### src/rtl/mdio_master.sv
// IEEE 802.3 Clause 22 MDIO management master: serialises one read or write frame per start.
// Optional build macro MDIO_PRESUP_EN enables preamble suppression through the no_pre input.
module mdio_master #(
   parameter int CLKDIV   = 25,
   parameter int PREAMBLE = 32
) (
   input  logic        wb_clk,
   input  logic        wb_rst,
   input  logic        start,
   input  logic        op_read,
   input  logic [4:0]  phy_addr,
   input  logic [4:0]  reg_addr,
   input  logic [15:0] wr_data,
   output logic        busy,
   output logic        done,
   output logic [15:0] rd_data,
   output logic        rd_err,
   output logic        phymdc,
   output logic        mdio_o,
   output logic        mdio_oe,
   input  logic        mdio_i,
   input  logic        no_pre
);

   localparam int               BIT_CLKS = 2 * CLKDIV;
   localparam int               DIV_W    = $clog2(BIT_CLKS);
   localparam logic [DIV_W-1:0] DIV_LAST = DIV_W'(BIT_CLKS - 1);
   localparam logic [DIV_W-1:0] DIV_HIGH = DIV_W'(CLKDIV);
   localparam logic [DIV_W-1:0] DIV_ONE  = DIV_W'(1);
   localparam logic [5:0]       PRE_LAST = 6'(PREAMBLE - 1);

   typedef enum logic [2:0] {
      S_IDLE,
      S_PRE,
      S_HDR,
      S_TA,
      S_DATA
   } state_t;

   state_t            state_q, state_d, first_state;
   logic [DIV_W-1:0]  div_q, div_d;
   logic [5:0]        bit_q, bit_d;
   logic [31:0]       tx_q, tx_d;
   logic [14:0]       rx_q, rx_d;
   logic              is_read_q, is_read_d;
   logic              ta_err_q, ta_err_d;
   logic              done_d;
   logic [15:0]       rd_data_d;
   logic              rd_err_d;
   logic              mdc_d, mdio_o_d, mdio_oe_d;
   logic              bit_end;

`ifdef MDIO_PRESUP_EN
   assign first_state = no_pre ? S_HDR : S_PRE;
`else
   logic unused_no_pre;
   assign unused_no_pre = no_pre;
   assign first_state   = S_PRE;
`endif

   assign busy = (state_q != S_IDLE);

   always_comb begin
      // NOTE: every signal gets a default first so no path can hold a value, which would infer a latch.
      state_d   = state_q;
      div_d     = div_q;
      bit_d     = bit_q;
      tx_d      = tx_q;
      rx_d      = rx_q;
      is_read_d = is_read_q;
      ta_err_d  = ta_err_q;
      done_d    = 1'b0;
      rd_data_d = rd_data;
      rd_err_d  = rd_err;
      bit_end   = (div_q == DIV_LAST);

      if (state_q == S_IDLE) begin
         // A start landing in the done cycle is dropped, not queued.
         if (start && !done) begin
            state_d   = first_state;
            div_d     = '0;
            bit_d     = '0;
            tx_d      = {2'b01, (op_read ? 2'b10 : 2'b01), phy_addr, reg_addr, 2'b10, wr_data};
            is_read_d = op_read;
         end
      end else begin
         div_d = bit_end ? '0 : div_q + DIV_ONE;
         if (bit_end) begin
            bit_d = bit_q + 6'd1;
            // The preamble is not part of the shift register, so it must not consume ST bits.
            if (state_q != S_PRE) tx_d = {tx_q[30:0], 1'b1};
            case (state_q)
               S_PRE: begin
                  if (bit_q == PRE_LAST) begin
                     state_d = S_HDR;
                     bit_d   = '0;
                  end
               end
               S_HDR: begin
                  if (bit_q == 6'd13) begin
                     state_d = S_TA;
                     bit_d   = '0;
                  end
               end
               S_TA: begin
                  if (bit_q == 6'd1) begin
                     state_d  = S_DATA;
                     bit_d    = '0;
                     ta_err_d = mdio_i;
                  end
               end
               S_DATA: begin
                  rx_d = {rx_q[13:0], mdio_i};
                  if (bit_q == 6'd15) begin
                     state_d = S_IDLE;
                     bit_d   = '0;
                     done_d  = 1'b1;
                     if (is_read_q) begin
                        rd_data_d = {rx_q, mdio_i};
                        rd_err_d  = ta_err_q;
                     end else begin
                        rd_err_d  = 1'b0;
                     end
                  end
               end
               default: begin
                  state_d = S_IDLE;
                  bit_d   = '0;
               end
            endcase
         end
      end

      // Pin values are computed for the next bit position and registered, so the pins never glitch.
      mdc_d     = (state_d != S_IDLE) && (div_d >= DIV_HIGH);
      mdio_oe_d = (state_d == S_PRE) || (state_d == S_HDR) ||
                  (!is_read_d && ((state_d == S_TA) || (state_d == S_DATA)));
      if (state_d == S_PRE)
         mdio_o_d = 1'b1;
      else
         mdio_o_d = mdio_oe_d ? tx_d[31] : 1'b1;
   end

   always_ff @(posedge wb_clk) begin
      // NOTE: non-blocking assignments so every register samples pre-edge values regardless of order.
      if (wb_rst) begin
         state_q   <= S_IDLE;
         div_q     <= '0;
         bit_q     <= '0;
         tx_q      <= '0;
         rx_q      <= '0;
         is_read_q <= 1'b0;
         ta_err_q  <= 1'b0;
         done      <= 1'b0;
         rd_data   <= '0;
         rd_err    <= 1'b0;
         phymdc    <= 1'b0;
         mdio_o    <= 1'b1;
         mdio_oe   <= 1'b0;
      end else begin
         state_q   <= state_d;
         div_q     <= div_d;
         bit_q     <= bit_d;
         tx_q      <= tx_d;
         rx_q      <= rx_d;
         is_read_q <= is_read_d;
         ta_err_q  <= ta_err_d;
         done      <= done_d;
         rd_data   <= rd_data_d;
         rd_err    <= rd_err_d;
         phymdc    <= mdc_d;
         mdio_o    <= mdio_o_d;
         mdio_oe   <= mdio_oe_d;
      end
   end

endmodule

### config.mk
export PLATFORM = sky130hd
export DESIGN_NAME = mdio_master
export DESIGN_NICKNAME = d
export VERILOG_FILES = /design/src/rtl/mdio_master.sv
export SDC_FILE = /design/constraint.sdc
export NUM_CORES = 1
export LEC_CHECK = 0
export ABC_AREA = 1
export BUFFER_PORTS_ARGS = -buffer_cell sky130_fd_sc_hd__buf_2
export CAP_MARGIN = 25
export CORE_AREA = 2 2 66 115
export DETAILED_ROUTE_END_ITERATION = 7
export DIE_AREA = 0 0 68 117
export GPL_TIMING_DRIVEN = 0
export PLACE_DENSITY = 0.76
export SYNTH_ARGS = -nofsm -noshare
export SYNTH_HDL_FRONTEND = slang
export SYNTH_SLANG_ARGS = --single-unit
export TNS_END_PERCENT = 50
### constraint.sdc
create_clock -name wb_clk -period 5 [get_ports wb_clk]
set_input_delay 0.5 -clock wb_clk [delete_from_list [all_inputs] [get_ports wb_clk]]
set_output_delay 0.5 -clock wb_clk [all_outputs]
set_load 0.02 [all_outputs]
**Word-level counts from Yosys, hierarchy flattened**

Cells that the tools add are included.

- Memory bits (read-only): 0
- Output and inout port bits: 22
- Logic and storage cells: 85
- Memories kept: 0
- Flip-flop bits (word level): 85
- Bits in latches: 0
- RAM bits: 0

- Shifts and indexed selects: 0
- Reduce and logical (&&, ||, !) cells: 21
- Muxes and demuxes: 28
- $add $sub $neg: 2
- Equal/unequal tests: 15
- Divide/modulo/power cells: 0
- Multiply operators: 0
- Bitwise gates (word level): 4
- $lt $le $gt $ge: 1

Operators with widths:

| operator | count |
|---|---|
| $mux 32 | 4 |
| $mux 6 | 10 |
| $pmux 6 s4 | 1 |
| $mux 3 | 7 |
| $add 6x1->6 const B | 2 |
| $eq 3x2->1 const B | 4 |
| $eq 6x4->1 const B | 2 |
| $pmux 3 s4 | 1 |
| $reduce_and 4->1 | 2 |
| $eq 3x1->1 const B | 2 |
| $eq 3x3->1 const B | 2 |
| $eq 6x1->1 const B | 1 |
| $eq 6x5->1 const B | 1 |
| $eq 6x6->1 const B | 1 |
| $ge 6x5->1 const B | 1 |
| $reduce_and 3->1 | 2 |
| $reduce_bool 3->1 | 2 |
| $reduce_and 5->1 | 1 |
| $mux 1 | 4 |
| $not 1->1 | 4 |
| $reduce_bool 2->1 | 2 |
| $reduce_or 4->1 | 1 |
| $logic_and 1x1->1 | 3 |
| $logic_not 3->1 | 1 |
| other kinds (7) | 10 |

**Depth between registers and ports, before layout**

- Word-level depth: 11
- Mapped depth: 15

**Least setup slack after synthesis**

No wires, ideal clock.

- Path kind: reg-to-reg
- Start point: reg div_q[0]
- End point: reg rd_data[12]
- Arrival time: 1514 ps
- Buffers on the path: 1
- Period minus slack after synthesis: 1630 ps
- Path slack: 3370 ps
- Data required time: 4884 ps
- Stages on the path, launching flop included: 12
- Path through: dfxtp_1 -> ha_1 -> nand2_1 -> nor2_2 -> nand2_4 -> nor2_8 -> nand3_4 -> nor2_8 -> inv_6 -> buf_12 -> nor2_2 -> nor2_1

- Cells in the longest elaborated chain, start to end: 2

Ends and longest elaborated chain:

| element | RTL line | RTL |
|---|---|---|
| from (decl) | 41 | `logic [DIV_W-1:0] div_q, div_d;` |
| from (signal assigned) | 162 | `div_q <= div_d;` |
| $eq 6x6->1 | 75 | `bit_end = (div_q == DIV_LAST);` |
| $reduce_and 5->1 (no line) | -- |  |
| to (signal assigned) | 169 | `rd_data <= rd_data_d;` |
| to (decl) | 16 | `output logic [15:0] rd_data,` |

Every way passes these cells.
A chain may end at the register's enable or synchronous reset.

**Worst setup path after layout**

- Start point: reg div_q[0]
- End point: reg tx_q[23]

- Cells in the longest elaborated chain, start to end: 3

Ends and longest elaborated chain:

| element | RTL line | RTL |
|---|---|---|
| $eq 6x6->1 | 75 |  |
| $reduce_bool 2->1 (no line) | -- |  |
| $reduce_and 3->1 (no line) | -- |  |
| to (signal assigned) | 164 | `tx_q <= tx_d;` |
| to (decl) | 43 | `logic [31:0] tx_q, tx_d;` |

Every way passes these cells.

==> impl_metrics.py <==
metrics = {
    "worst_setup_path": {
        "crit_path_start_kind": "flop",
        "worstPathMaxFanout": 10,
        "criticalPathCategory": "reg -> reg",
        "max_stage_delay_ps": 420,
        "endpoint_kind": "flop",
        "cp.arrival_ps": 2150,
        "crit_top_cell": "nand2_1",
        "worstPathCellList": "ha_1, nand2_1, nor2_2, nand2_4, inv_2, nand2_1, inv_1, clkbuf_1, nand2_1, a31oi_1",
        "required_ps": 5260,
        "crit_slowest_cell": "dfxtp_1",
    },
    "logic_synthesis": {
        "syn_area_per_cell_sq_um": 7.48,
        "synth_warnings": 0,
        "syn-num-nets": 542,
        "synth_cells": 506,
        "ys_seq_elements": 85,
        "synth.distinct_cells": 41,
        "syn-cell-area_sq_um": 3780,
        "synth_seq_area_share": 0.450,
    },
    "cts": {
        "clock-root-buffer": "clkbuf_16",
        "clockBufferDepth": 2,
        "cts_num_sinks": 85,
        "cts_buffers": 9,
        "cts_resized": 0,
        "clk_latency_ps": 340,
        "postCtsHoldBufs": 0,
        "path_clk_slew_ps": 60,
        "h-tree-depth": 3,
        "cts_setup_buffers": 0,
        "cts_tree": "yes",
    },
    "die": {
        "rows": 41,
        "pin_count": 54,
        "initial_utilization": 0.534,
        "die_area_sq_um": 7960,
        "die_h_um": 117,
        "core_area_sq_um": 7080,
        "fp.dieW_um": 68,
    },
    "final_layout": {
        "final_common_cell": "nand2_1",
        "instances_no_fill": 660,
        "multi_input_area_sq_um": 1760,
        "drive_gt1_frac": 0.218,
        "fill_cells": 664,
        "nNetsFinal": 605,
        "seq_area_sq_um": 1700,
        "final_cell_mix": "nand2_1, dfxtp_1, nor2_1",
        "area_growth_pct": 17.4,
        "postLayoutCellArea_sq_um": 4440,
        "antenna_cells": 0,
        "post-route-util": 0.627,
    },
    "global_route": {
        "grt_util_all_layers": 0.222,
        "grt_max_degree": 14,
        "antenna_found_initial": 0,
        "grt_first_pass_wirelength_mm": 13.6,
        "overflow": 0,
        "grt_pass1_vias": 3186,
    },
    "pwr": {
        "p_sw_uw": 336,
        "power_density_nw_per_um2": 326,
        "power.share.clock": 0.441,
        "ir_drop_uv": 257,
        "p_seq_frac": 0.490,
        "p_int_uw": 1110,
        "leakagePower_uw": 0.00206,
        "power.share.switching": 0.232,
        "power_frac_comb": 0.070,
    },
    "placement": {
        "dp_slack_ps": 3100,
        "place_hpwl_mm": 5.98,
        "io_buffers": 52,
        "dpl.cell_count": 644,
        "gp_congestion": 0.911,
        "placed_cell_area_sq_um": 4150,
    },
    "routing": {
        "wl_per_cell_um": 12.3,
        "dr.pass1.iters": 5,
        "viasPerCell": 5.12,
        "ant_nets": 0,
        "via_count": 3381,
        "drcViolationCount": 0,
        "drt-initial-drc-count": 178,
        "drt_wl_total_mm": 8.09,
    },
    "timing": {
        "max_freq_mhz": 528,
        "min_period_ps": 1900,
        "worstMarginPinSlew_ps": 547,
        "fin_tns_setup_ps": 0,
        "timing.final.ws_setup_ps": 3100,
        "maxSlewViolCount": 0,
        "skew_ps": 6.49,
        "post-route-period-util": 0.379,
        "slew_headroom": 0.636,
        "rsz0062_at_grt": "no",
        "setup_viol": 0,
        "final_hold_viol_count": 0,
    },
    "flow_run": {
        "drv_cap": 0,
    },
    "run_status": {
        "status": "finished, final reports clean",
    },
    "worst_hold_path": {
        "min_path_type": "in -> reg",
    },
}
-- cells in the mapped netlist --
cell / count / area (sq um)
nand2_1: 120 / 450
dfxtp_1: 85 / 1700
nor2_1: 77 / 289
inv_1: 40 / 150
o21ai_0: 29 / 145
a31oi_1: 27 / 169
a21oi_1: 15 / 75.1
nand3_1: 15 / 75.1
nor2_2: 13 / 81.3
clkbuf_1: 10 / 37.5
o21ai_1: 9 / 45.0
nand2_2: 7 / 43.8
buf_4: 6 / 45.0
inv_2: 6 / 22.5
a21oi_2: 5 / 43.8
ha_1: 4 / 50.1
nand4_1: 4 / 25.0
nor2_4: 4 / 45.0
buf_2: 3 / 15.0
o22ai_1: 3 / 18.8
nor2_8: 2 / 40.0
o21ai_2: 2 / 17.5
xor2_1: 2 / 17.5
a211oi_1: 1 / 7.51
a221oi_1: 1 / 8.76
and2_1: 1 / 6.26
and3_1: 1 / 6.26
buf_12: 1 / 20.0
buf_6: 1 / 11.3
buf_8: 1 / 15.0
inv_6: 1 / 8.76
nand2_4: 1 / 11.3
nand3_2: 1 / 10.0
nand3_4: 1 / 17.5
nor3_1: 1 / 5.00
nor3_2: 1 / 10.0
o21a_1: 1 / 7.51
o21bai_1: 1 / 7.51
o31ai_2: 1 / 12.5
or2_2: 1 / 6.26
xnor2_1: 1 / 8.76
-- per-stage QoR --
step / power (uW) / hold slack [ps]
after floorplan: 791 / 440
after global placement: 822 / 450
after detailed placement: 825 / 461
after CTS: 1460 / 403
after global routing: 1500 / 412
final: 1450 / 403
-- power groups by stage --
stage               Clock, uW  Combinational (uW)  Sequential, uW
global route              678                 116             711
finish                    639                 101             709
floorplan                   0                69.1             722
global placement            0                98.9             723
detailed placement          0                 101             724
CTS                       647                 102             709
-- path summary, 6_finish.rpt --
path	startpoint	end	slack, ps	cells after the start
max	div_q[0]	tx_q[23]	3100	10
max reg2reg	div_q[0]	tx_q[23]	3100	10
min reg2reg	ta_err_q	rd_err	460	2
min	wb_rst	div_q[4]	400	2
-- worst max-delay path: cells and delay by family, from the launching register on --
kind                       cells  cell delay (ps)
and+or+nand+nor                5              470
adders and majority gates      1              190
AOI/OAI and AO/OA              1              190
DFF                            1              420
buffers and inverters          3              550
-- cells by family after synthesis --
logic type	after synthesis	synth area share
XOR/XNOR	3	0.00695
buffers and inverters	69	0.0860
AND/OR/NAND/NOR	250	0.297
AO/OA/AOI/OAI	95	0.147
adder cells (fa/ha/maj)	4	0.0132
flip-flops	85	0.450
-- area by class of cell --
type                            count  area share
Buffer                             22      0.0324
Clock buffer                       13      0.0609
Clock inverter                      3     0.00423
Inverter                           47      0.0409
Multi-Input combinational cell    352       0.396
Sequential cell                    85       0.383
Tap cell                           86      0.0242
Timing Repair Buffer               52      0.0586
-- state kept, by name (all words and copies together) (netlist names) --
signal,count
rd_data,16
bit_q,6
done,1
state_q,3
rd_err,1
ta_err_q,1
div_q,6
phymdc,1
is_read_q,1
tx_q,32
rx_q,15
mdio_oe,1
mdio_o,1
-- per-layer routing --
layer,global-route usage,wire [um]
met2,0.411,4400
met4,0.104,204
met1,0.232,3260
met5,0,0
met3,0.0449,237
(Power assumes the default switching activity.)
